[config.mk]
export PLATFORM = sky130hd
export DESIGN_NAME = pipe_hazard_ctrl
export DESIGN_NICKNAME = d
export VERILOG_FILES = /design/src/rtl/pipe_hazard_ctrl.sv
export SDC_FILE = /design/constraint.sdc
export NUM_CORES = 1
export LEC_CHECK = 0
export ABC_AREA = 1
export BUFFER_PORTS_ARGS = -buffer_cell sky130_fd_sc_hd__buf_2
export CELL_PAD_IN_SITES_DETAIL_PLACEMENT = 1
export CELL_PAD_IN_SITES_GLOBAL_PLACEMENT = 1
export CORE_MARGIN = 4
export CORE_UTILIZATION = 22
export DETAILED_ROUTE_END_ITERATION = 7
export PLACE_DENSITY_LB_ADDON = 0.1
export SYNTH_ARGS = -nofsm -noshare
export SYNTH_HDL_FRONTEND = slang
export SYNTH_SLANG_ARGS = --single-unit
[constraint.sdc]
create_clock -name clk -period 1.13 [get_ports clk]
set_input_delay 0.113 -clock clk [delete_from_list [all_inputs] [get_ports clk]]
set_output_delay 0.113 -clock clk [all_outputs]
set_load 0.005 [all_outputs]
[src/rtl/pipe_hazard_ctrl.sv]
// Stall/flush controller for the 5-stage pipeline: load-use, taken branch, data-memory wait FSM with timeout.
// Optional performance counters are enabled with the PIPE_STALL_CNT_EN macro.
module pipe_hazard_ctrl #(
  parameter int unsigned MEM_TIMEOUT = 16,
  parameter int unsigned CNT_WIDTH   = 32
) (
  input  logic                 clk,
  input  logic                 rst,
  input  logic [4:0]           id_rs,
  input  logic [4:0]           id_rt,
  input  logic                 id_uses_rt,
  input  logic                 ex_memread,
  input  logic [4:0]           ex_rd,
  input  logic                 branch_taken,
  input  logic                 mem_req,
  input  logic                 mem_ack,
  output logic                 pc_stall,
  output logic                 ifid_stall,
  output logic                 ifid_flush,
  output logic                 idex_stall,
  output logic                 idex_flush,
  output logic                 exmem_stall,
  output logic                 memwb_bubble,
  output logic                 mem_busy,
  output logic                 timeout_err,
  output logic [CNT_WIDTH-1:0] lu_stall_cnt,
  output logic [CNT_WIDTH-1:0] mem_stall_cnt
);

  localparam int unsigned WAIT_W = $clog2(MEM_TIMEOUT);

  typedef enum logic [1:0] {
    RUN      = 2'd0,
    MEM_WAIT = 2'd1,
    ERR      = 2'd2
  } state_t;

  state_t            state_q, state_d;
  logic [WAIT_W-1:0] wait_q, wait_d;
  logic              timeout_q, timeout_d;
  logic              mem_stall;
  logic              load_use;

  always_comb begin
    load_use = ex_memread && (ex_rd != '0) &&
               ((ex_rd == id_rs) || (id_uses_rt && (ex_rd == id_rt)));
  end

  always_comb begin
    state_d   = state_q;
    wait_d    = wait_q;
    timeout_d = timeout_q;
    mem_stall = 1'b0;
    unique case (state_q)
      RUN: begin
        if (mem_req && !mem_ack) begin
          mem_stall = 1'b1;
          state_d   = MEM_WAIT;
          wait_d    = WAIT_W'(1);
        end
      end
      MEM_WAIT: begin
        if (mem_ack) begin
          state_d = RUN;
          wait_d  = '0;
        end else begin
          mem_stall = 1'b1;
          if (wait_q == WAIT_W'(MEM_TIMEOUT - 1)) begin
            state_d   = ERR;
            timeout_d = 1'b1;
          end else begin
            wait_d = wait_q + WAIT_W'(1);
          end
        end
      end
      ERR: begin
        mem_stall = 1'b1;
      end
      default: begin
        state_d = RUN;
      end
    endcase
  end

  // Priority: memory wait freezes everything, then load-use bubble, then branch flush.
  always_comb begin
    pc_stall     = 1'b0;
    ifid_stall   = 1'b0;
    ifid_flush   = 1'b0;
    idex_stall   = 1'b0;
    idex_flush   = 1'b0;
    exmem_stall  = 1'b0;
    memwb_bubble = 1'b0;
    mem_busy     = 1'b0;
    timeout_err  = 1'b0;
    if (!rst) begin
      mem_busy    = (state_q == MEM_WAIT);
      timeout_err = timeout_q;
      if (mem_stall) begin
        pc_stall     = 1'b1;
        ifid_stall   = 1'b1;
        idex_stall   = 1'b1;
        exmem_stall  = 1'b1;
        memwb_bubble = 1'b1;
      end else if (load_use) begin
        pc_stall   = 1'b1;
        ifid_stall = 1'b1;
        idex_flush = 1'b1;
      end else if (branch_taken) begin
        ifid_flush = 1'b1;
      end
    end
  end

  always_ff @(posedge clk) begin
    if (rst) begin
      state_q   <= RUN;
      wait_q    <= '0;
      timeout_q <= 1'b0;
    end else begin
      state_q   <= state_d;
      wait_q    <= wait_d;
      timeout_q <= timeout_d;
    end
  end

`ifdef PIPE_STALL_CNT_EN
  logic [CNT_WIDTH-1:0] lu_cnt_q, mem_cnt_q;

  always_ff @(posedge clk) begin
    if (rst) begin
      lu_cnt_q  <= '0;
      mem_cnt_q <= '0;
    end else begin
      if (!mem_stall && load_use) lu_cnt_q <= lu_cnt_q + CNT_WIDTH'(1);
      if (mem_stall)              mem_cnt_q <= mem_cnt_q + CNT_WIDTH'(1);
    end
  end

  assign lu_stall_cnt  = rst ? '0 : lu_cnt_q;
  assign mem_stall_cnt = rst ? '0 : mem_cnt_q;
`else
  assign lu_stall_cnt  = '0;
  assign mem_stall_cnt = '0;
`endif

endmodule

==> flow_metrics.env, run 1 <==
export IMPL_setup_violations_final=14
export IMPL_finalClockSkew_ps=6.33
export IMPL_portBuffers=30
export IMPL_gp_congestion=0.716
export IMPL_reg2reg_from="state_q[1]$_SDFFE_PP0P_"
export IMPL_routed_wl_um=2670
export IMPL_place_inst=289
export IMPL_n_fill_cell=684
export IMPL_status="complete, but fails checks"
export IMPL_clkPwrFrac_pct=37.6
export IMPL_drv_slew=0
export IMPL_rows=25
export IMPL_powerDensity_mw_per_mm2=681
export IMPL_dpl_hpwl_um=2320
export IMPL_power_switching_mw=0.333
export IMPL_synth_cell_types=21
export IMPL_layout_setup_ws_ps=-239
export IMPL_dpl_cell_area_mm2=0.00121
export IMPL_hold_buffers=0
export IMPL_dp_slack_ps=-82.7
export IMPL_finish_instance_area_mm2=0.00142
export IMPL_num_vias=979
export IMPL_die_width_um=80.1
export IMPL_cts_inserted_buffers=3
export IMPL_drive_gt1_share_pct=34.6
export IMPL_crit_fanout=3
export IMPL_avgSynthCellArea_um2=6.09
export IMPL_final_cell_mix="conb_1, nand2_1, buf_2"
export IMPL_ys_ff_latch=7
export IMPL_start_util_pct=23.5
export IMPL_ff2ff_path_depth=10
export IMPL_finalPower_mw=0.969
export IMPL_netSwitchingFraction_pct=34.3
export IMPL_cts_buffer_depth=2
export IMPL_fin_crit_ps=1370
export IMPL_overflow=0
export IMPL_yosysWarnings=0
export IMPL_cts_tree="built"
export IMPL_critPathCapture="ifid_flush"
export IMPL_die_area_mm2=0.00642
export IMPL_track_usage_pct=8.08
export IMPL_cts_sinks=7
export IMPL_r2r_end="wait_q[2]$_SDFFE_PP0P_"
export IMPL_grt_first_pass_wirelength_um=4190
export IMPL_root_buffer="clkbuf_8"
export IMPL_arrival_ps=1260
export IMPL_end_kind="output pin"
export IMPL_first_pass_iters=2
export IMPL_fmax_mhz=730
export IMPL_cp_startpoint="state_q[1]$_SDFFE_PP0P_"
export IMPL_irDropWorstVdd_uv=245
export IMPL_seqPwrFrac_pct=27.6
export IMPL_netlist_instances=188
export IMPL_core_area_mm2=0.00488
export IMPL_ant_nets=0
export IMPL_netlist_area_mm2=0.00114
export IMPL_holdWs_ps=226
export IMPL_violations="setup timing"
export IMPL_antenna_cells=0
export IMPL_grt_max_degree=10
export IMPL_clk_pin_slew_worst_paths_ps=50
export IMPL_num_nets_final=255
export IMPL_ys_seq_area_share_pct=12.2
export IMPL_avgViaCountPerCell=3.29
export IMPL_cap_violations=0
export IMPL_first_global_vias=1018
export IMPL_critPathRequiredTime_ps=1020
export IMPL_post_route_period_util_pct=121
export IMPL_avgRoutedWirePerCell_um=8.96
export IMPL_dieHeight_um=80.1
export IMPL_hold_viol=0
export IMPL_critPathKind="reg -> out"
export IMPL_num_io_pins=95
export IMPL_p_leak_nw=0.822
export IMPL_drt_first_iter_violations=7
export IMPL_rsz0062_at_grt="true"
export IMPL_hold_path_class="in -> reg"
export IMPL_antenna_found_initial=0
export IMPL_final_cells=298
export IMPL_layout_commonest_cell="conb_1"
export IMPL_rrSetupSlack_ps=-70
export IMPL_h_tree_depth=1
export IMPL_syn_to_final_growth_pct=24.4
export IMPL_worst_setup_path_start_kind="flop"
export IMPL_clkLatencyLatePin_ps=230
export IMPL_internal_power_mw=0.637
export IMPL_drc=0
export IMPL_p_comb_share_pct=34.9
layer usage:
metal	GRT usage, %	up-vias	part of all wire (%)
li1	-	511	-
met1	8.04	420	36
met2	15.1	43	53
met3	2.69	5	10
met4	3.55	0	1.4
met5	0	-	0
stage by stage:
stage | TNS (ps) | util [%]
final | -1740 | 29.2
after global routing | -3090 | 29.2
after CTS | -2150 | 27.4
after detailed placement | -364 | 24.7
after global placement | -337 | 24.7
after floorplan | -74.9 | -
worst max-delay path, stage by stage (launching register included):
cell	delay, ps
dfxtp_2	330
inv_2	50
nand2_4	60
nor2_4	40
inv_4	50
nand2_4	40
nor2_4	130
nand3_2	90
a21oi_2	90
buf_2	120
final cells by class:
type / instances / area [µm²] / area share [%]
clock buffers: 4 / 45.0 / 3.16
inverters: 27 / 106 / 7.47
multi-input cells: 149 / 774 / 54.4
flip-flops and latches: 7 / 148 / 10.4
well taps: 67 / 83.8 / 5.89
repair buffers: 44 / 267 / 18.7
worst min path at each step:
stage	startpoint	endpoint	slack (ps)	cells past startpoint
6_report	rst	state_q[0]$_SDFFE_PP0P_	230	2
3_5_place_dp	rst	wait_q[0]$_SDFFE_PP0P_	450	2
2_1_floorplan	branch_taken	ifid_flush	330	2
4_1_cts	rst	wait_q[0]$_SDFFE_PP0P_	210	2
5_1_grt	rst	timeout_q$_SDFFE_PP0P_	240	2
3_3_place_gp	rst	state_q[0]$_SDFFE_PP0P_	440	2
flip-flops by register name, summed over array words and instances (netlist names):
signal     cells
state_q        2
wait_q         4
timeout_q      1
cell families after synthesis:
family	after synthesis	share of synthesized area [%]
buf+inv	95	53.3
flops	7	12.2
xor+xnor	1	0.765
simple gates	73	27.2
compound gates	10	5.03
other cells	1	0.328
fa+ha+maj	1	1.09
synthesized netlist by cell type:
library cell	instances	area, µm²
nor3_1	1	5.00
inv_4	1	6.26
nand2_1	38	143
nand4_1	1	6.26
nand2_2	3	18.8
xnor2_1	1	8.76
ha_1	1	12.5
buf_4	67	503
nor2_2	2	12.5
nand3_1	5	25.0
nor2_4	1	11.3
nand2_4	1	11.3
o21ai_1	3	15.0
nor2_1	21	78.8
dfxtp_1	7	140
a21oi_1	3	15.0
o21ai_0	2	10.0
a21oi_2	2	17.5
clkbuf_1	1	3.75
inv_1	26	97.6
conb_1	1	3.75
power by group through the flow:
stage,logic (mW),clock network (mW),registers [mW]
2_1_floorplan,0.340,0,0.269
3_3_place_gp,0.281,0,0.269
3_5_place_dp,0.279,0,0.269
4_1_cts,0.297,0.378,0.267
5_1_grt,0.395,0.394,0.267
6_report,0.338,0.364,0.267
repair_timing:
| action | 4_1_cts | 5_1_grt |
|---|---|---|
| resized for setup | 17 | 17 |
| pin swaps | 10 | 11 |
| endpoints found under the setup margin | 15 | 15 |
| buffers inserted | 3 | 5 |
| hold endpoints to repair | 0 | 0 |
No activity file was read; power rests on OpenSTA's default activity.
==> inputs of run 2 (changes only) <==
- PLACE_DENSITY: default -> 0.88
- PLACE_DENSITY_LB_ADDON: 0.1 -> default
==> run 2 against run 1 <==
  * The flow still finishes with violations (setup timing)
  * Largest power group unchanged
  * Register-to-register slack better by 30 ps
  * Clock skew is 5.2 ps lower
  * Wire length is 6.2% higher
  * Critical endpoint is now idex_stall
  * Maximum frequency is 0.25% lower
  * Sequential share of layout area is 0.75 points higher
  * Die area stayed put
  * Worst hold slack worse by 22 ps
  * Non-clock buffer count is 3 lower
  * Worst setup slack worse by 3.4 ps
  * Clock power is 2% lower
  * Combinational power is 7.1% lower
==> flow_metrics.env, run 2 (synthesis results as in run 1) <==
export IMPL_status="complete, but fails checks"
export IMPL_violations="setup timing"
export IMPL_setup_tns_ps=-1700
export IMPL_cp_startpoint="state_q[1]$_SDFFE_PP0P_"
export IMPL_core_area_mm2=0.00488
export IMPL_syn_to_final_growth_pct=17.9
export IMPL_grt_max_degree=10
export IMPL_h_tree_depth=1
export IMPL_die_width_um=80.1
export IMPL_multiInputGateArea_um2=724
export IMPL_dp_slack_ps=-122
export IMPL_gp_congestion=0.745
export IMPL_overflow=0
export IMPL_holdWs_ps=204
export IMPL_crit_chain="inv_2 -> nand2_4 -> nor2_4 -> inv_4 -> nand2_4 -> nor2_4 -> nor2_4 -> buf_4 -> buf_2"
export IMPL_min_path_cells=2
export IMPL_reg2reg_from="state_q[1]$_SDFFE_PP0P_"
export IMPL_crit_fanout=3
export IMPL_portBuffers=30
export IMPL_rows=25
export IMPL_hold_buffers=0
export IMPL_hold_path_class="in -> reg"
export IMPL_first_pass_iters=3
export IMPL_dieHeight_um=80.1
export IMPL_dpl_hpwl_um=2440
export IMPL_place_inst=289
export IMPL_arrival_ps=1260
export IMPL_clk_pin_slew_worst_paths_ps=40
export IMPL_num_nets_final=252
export IMPL_finalClockSkew_ps=1.11
export IMPL_cts_buffer_depth=2
export IMPL_routed_wl_um=2840
export IMPL_ant_nets=0
export IMPL_final_cells=295
export IMPL_regMostFlops="wait_q"
export IMPL_first_global_vias=1017
export IMPL_antenna_cells=0
export IMPL_min_from="rst"
export IMPL_drt_first_iter_violations=11
export IMPL_n_fill_cell=671
export IMPL_cap_violations=0
export IMPL_fmax_mhz=729
export IMPL_p_leak_nw=0.816
export IMPL_track_usage_pct=8.46
export IMPL_rsz0062_at_grt="true"
export IMPL_cts_inserted_buffers=3
export IMPL_drc=0
export IMPL_antenna_found_initial=0
export IMPL_num_vias=982
export IMPL_powerDensity_mw_per_mm2=694
export IMPL_ff2ff_path_depth=8
export IMPL_root_buffer="clkbuf_8"
export IMPL_layout_setup_ws_ps=-243
export IMPL_critPathRequiredTime_ps=1020
export IMPL_layout_commonest_cell="conb_1"
export IMPL_drive_gt1_share_pct=31.1
export IMPL_fin_crit_ps=1370
export IMPL_grt_first_pass_wirelength_um=4370
export IMPL_path_common_cell="nor2_4"
export IMPL_avgRoutedWirePerCell_um=9.61
export IMPL_drv_slew=0
export IMPL_cts_tree="built"
export IMPL_final_cell_mix="conb_1, nand2_1, buf_2"
export IMPL_end_kind="output pin"
export IMPL_reg_top3="wait_q (4), state_q (2), timeout_q (1)"
export IMPL_cp_slowest_cell="dfxtp_2"
export IMPL_register_area_um2=150
export IMPL_clkLatencyLatePin_ps=230
export IMPL_start_util_pct=23.5
export IMPL_cts_sinks=7
export IMPL_post_route_period_util_pct=121
export IMPL_num_io_pins=95
export IMPL_critPathKind="reg -> out"
export IMPL_largest_reg_flops=4
export IMPL_worst_setup_path_start_kind="flop"
export IMPL_setup_violations_final=11
export IMPL_cpPeakStageDelay_ps=320
export IMPL_die_area_mm2=0.00642
export IMPL_irDropWorstVdd_uv=291
export IMPL_hold_viol=0
export IMPL_avgViaCountPerCell=3.33
==> run 2: final cells by class <==
class,instances,share of cell area (%)
Tap cell,67,6.21
Inverter,27,7.69
Sequential cell,7,11.1
Timing Repair Buffer,41,18.0
Multi-Input combinational cell,149,53.7
Clock buffer,4,3.34
==> run 2: layer usage <==
metal	track usage, %	up-vias	wire [µm]
met4	3.04	0	40
met3	2.69	5	239
li1	-	504	-
met1	7.86	433	888
met2	16.9	40	1670
met5	0	-	0
==> run 2: critical path: cells and delay by family, from the launching register on <==
family | cells | cell delay, ps
buf+inv | 4 | 340
flops | 1 | 320
simple gates | 5 | 390
==> run 2: power breakdown <==
group | leakage, nW | switching, mW | total (mW) | internal, mW
clock | 0.0228 | 0.112 | 0.356 | 0.244
combinational | 0.734 | 0.194 | 0.314 | 0.121
sequential | 0.0591 | 0.0107 | 0.267 | 0.256
total | 0.816 | 0.316 | 0.938 | 0.621
==> run 2: final timing paths <==
| check | slack (ps) | endpoint |
|---|---|---|
| setup / recovery | -240 | idex_stall |
| hold / removal | 200 | state_q[0]$_SDFFE_PP0P_ |
| setup reg to reg | -40 | wait_q[1]$_SDFFE_PP0P_ |
| hold reg to reg | 470 | timeout_q$_SDFFE_PP0P_ |
==> run 2: metrics by stage <==
| stage | utilization [%] | cell area, µm² | power [mW] |
|---|---|---|---|
| finish | 27.7 | 1350 | 0.938 |
| detailed placement | 24.7 | 1210 | 0.546 |
| CTS | 27.1 | 1320 | 0.932 |
| floorplan | - | 1410 | 0.608 |
| global placement | 24.7 | 1210 | 0.536 |
| global route | 27.7 | 1350 | 1.01 |
==> run 2: repair_timing <==
action,4_1_cts,5_1_grt
setup endpoints to repair,15,15
setup buffers,4,2
pin swaps,13,7
gates resized for setup,16,6
==> inputs of run 3 (changes only) <==
- ABC_AREA: 1 -> default
- GPL_ROUTABILITY_DRIVEN: default -> 0
- PLACE_DENSITY: 0.88 -> 0.87
==> run 3 against run 2 <==
  * The flow still finishes with violations (setup timing)
  * Global-route usage increased by 0.12 points
  * First-iteration DRC count increased by 36%
  * Register-to-register slack got worse by 110 ps
  * Worst hold slack got worse by 15 ps
  * Largest cell class unchanged
==> flow_metrics.env, run 3 <==
export IMPL_layout_setup_ws_ps=-252
export IMPL_synth_edff_count=0
export IMPL_dpl_hpwl_um=2020
export IMPL_die_area_mm2=0.00586
export IMPL_finalPower_mw=0.954
export IMPL_rrSetupSlack_ps=-150
export IMPL_p_leak_nw=0.671
export IMPL_cts_inserted_buffers=3
export IMPL_rows=24
export IMPL_setup_violations_final=14
export IMPL_num_io_pins=95
export IMPL_routed_wl_um=2710
export IMPL_power_switching_mw=0.313
export IMPL_hold_viol=0
export IMPL_largest_reg_flops=4
export IMPL_antenna_cells=0
export IMPL_first_pass_iters=2
export IMPL_dieHeight_um=76.5
export IMPL_final_cell_mix="conb_1, buf_2, buf_4"
export IMPL_track_usage_pct=8.59
export IMPL_worst_setup_path_start_kind="input port"
export IMPL_holdWs_ps=189
export IMPL_antenna_found_initial=0
export IMPL_drc=0
export IMPL_cts_buffer_depth=2
export IMPL_seqPwrFrac_pct=27.6
export IMPL_ys_async_sr_fraction_pct=0
export IMPL_grt_max_degree=12
export IMPL_multiInputGateArea_um2=744
export IMPL_dpl_cell_area_mm2=0.00109
export IMPL_status="complete, but fails checks"
export IMPL_ant_nets=0
export IMPL_first_global_vias=875
export IMPL_finalClockSkew_ps=0.381
export IMPL_finish_instance_area_mm2=0.00133
export IMPL_ys_top_cells_by_count="buf_4, xor2_1, dfxtp_1"
export IMPL_cts_sinks=7
export IMPL_h_tree_depth=1
export IMPL_n_fill_cell=556
export IMPL_drt_first_iter_violations=15
export IMPL_rsz0062_at_grt="true"
export IMPL_crit_fanout=3
export IMPL_yosysWarnings=0
export IMPL_drive_gt1_share_pct=42.4
export IMPL_num_vias=798
export IMPL_start_util_pct=23.3
export IMPL_grt_first_pass_wirelength_um=3970
export IMPL_cap_violations=0
export IMPL_hold_path_class="in -> reg"
export IMPL_violations="setup timing"
export IMPL_yosysMostFrequentCell="buf_4"
export IMPL_fin_crit_ps=1380
export IMPL_num_nets_final=194
export IMPL_clk_pin_slew_worst_paths_ps=40
export IMPL_register_area_um2=148
export IMPL_regMostFlops="wait_q"
export IMPL_netlist_instances=128
export IMPL_reg_top3="wait_q (4), state_q (2), timeout_q (1)"
export IMPL_synth_cell_types=30
export IMPL_critPathKind="in -> out"
export IMPL_core_area_mm2=0.00444
export IMPL_avgViaCountPerCell=3.59
export IMPL_portBuffers=30
export IMPL_clkPwrFrac_pct=39.5
export IMPL_post_route_period_util_pct=122
export IMPL_overflow=0
export IMPL_ys_ff_latch=7
export IMPL_ys_seq_area_share_pct=13.6
export IMPL_internal_power_mw=0.641
export IMPL_arrival_ps=1270
export IMPL_yosysTopAreaCellShare_pct=48.7
export IMPL_drv_slew=0
export IMPL_die_width_um=76.5
export IMPL_synth_area_leader_cell="buf_4"
export IMPL_layout_commonest_cell="conb_1"
export IMPL_synth_area_leaders="buf_4, dfxtp_1, xor2_1, mux2i_1, nor4_2"
export IMPL_avgRoutedWirePerCell_um=12.2
export IMPL_clkLatencyLatePin_ps=230
export IMPL_hold_buffers=0
export IMPL_p_comb_share_pct=32.9
export IMPL_syn_to_final_growth_pct=28.3
export IMPL_root_buffer="clkbuf_8"
export IMPL_end_kind="output pin"
export IMPL_fmax_mhz=724
export IMPL_critPathRequiredTime_ps=1020
export IMPL_synthFlopType="dfxtp_1"
export IMPL_netSwitchingFraction_pct=32.8
export IMPL_irDropWorstVdd_uv=207
export IMPL_netlist_area_mm2=0.00103
export IMPL_powerDensity_mw_per_mm2=720
export IMPL_cts_tree="built"
export IMPL_avgSynthCellArea_um2=8.07
export IMPL_postLayoutCoreUtil_pct=29.8
==> run 3: cell types whose count changed after synthesis, sizes merged, moves of 3 or more <==
cell	change
nand2	-42
inv	-23
nor2	-19
xor2	+9
nand3	-4
mux2i	+3
or3	+3
==> run 3: final timing paths <==
path                             end  depth (start not counted)               startpoint
max                       ifid_stall                          6                 id_rt[3]
min          state_q[1]$_SDFFE_PP0P_                          2                      rst
max reg2reg   wait_q[2]$_SDFFE_PP0P_                          5  state_q[0]$_SDFFE_PP0P_
min reg2reg   timeout_q$_SDFFE_PP0P_                          2   timeout_q$_SDFFE_PP0P_
==> run 3: cell families after synthesis <==
group | synth area share, %
AOI/OAI and AO/OA | 10.4
xor gates and xnor gates | 8.48
adders and majority gates | 1.21
buffers and inverters | 50.5
DFF | 13.6
muxes | 2.91
other | 0.363
and+or+nand+nor | 12.6
==> run 3: per-stage QoR <==
| step | instances | setup slack (ps) | TNS [ps] |
|---|---|---|---|
| floorplan | 191 | -75.5 | -171 |
| global placement | 214 | -287 | -1350 |
| detailed placement | 214 | -306 | -1740 |
| CTS | 220 | -297 | -2320 |
| global route | 222 | -344 | -3120 |
| finish | 222 | -252 | -2170 |
==> run 3: final cells by class <==
type	instances	share of cell area, %
multi-input cells	112	56.1
repair buffers	43	23.3
clock buffers	4	3.40
flip-flops and latches	7	11.1
inverters	4	1.13
well taps	52	4.91
==> run 3: repair_timing <==
item / in CTS / in global routing
setup endpoints to repair: 14 / 14
gates resized for setup: 21 / 12
pin swaps: 13 / 6
setup buffers: 2 / 2
hold endpoints to repair: 0 / 0
==> run 3: layer usage <==
layer,vias to the layer above,share of wire (%),track usage [%]
li1,371,-,-
met1,365,29,7.19
met2,55,61,17.6
met3,7,7.0,1.54
met4,0,3.0,6.16
met5,-,0,0
==> run 3: power groups by stage <==
stage                     registers, mW  clock network (mW)  logic (mW)
after CTS                         0.263               0.380       0.276
after detailed placement          0.270                   0       0.237
after global routing              0.264               0.405       0.349
after global placement            0.269                   0       0.228
after floorplan                   0.271                   0       0.305
final                             0.264               0.377       0.314
==> run 3: critical path: stages <==
cell	delay, ps
buf_6	90
xor2_1	170
nor4_4	300
a32oi_2	200
o31ai_2	230
buf_2	160
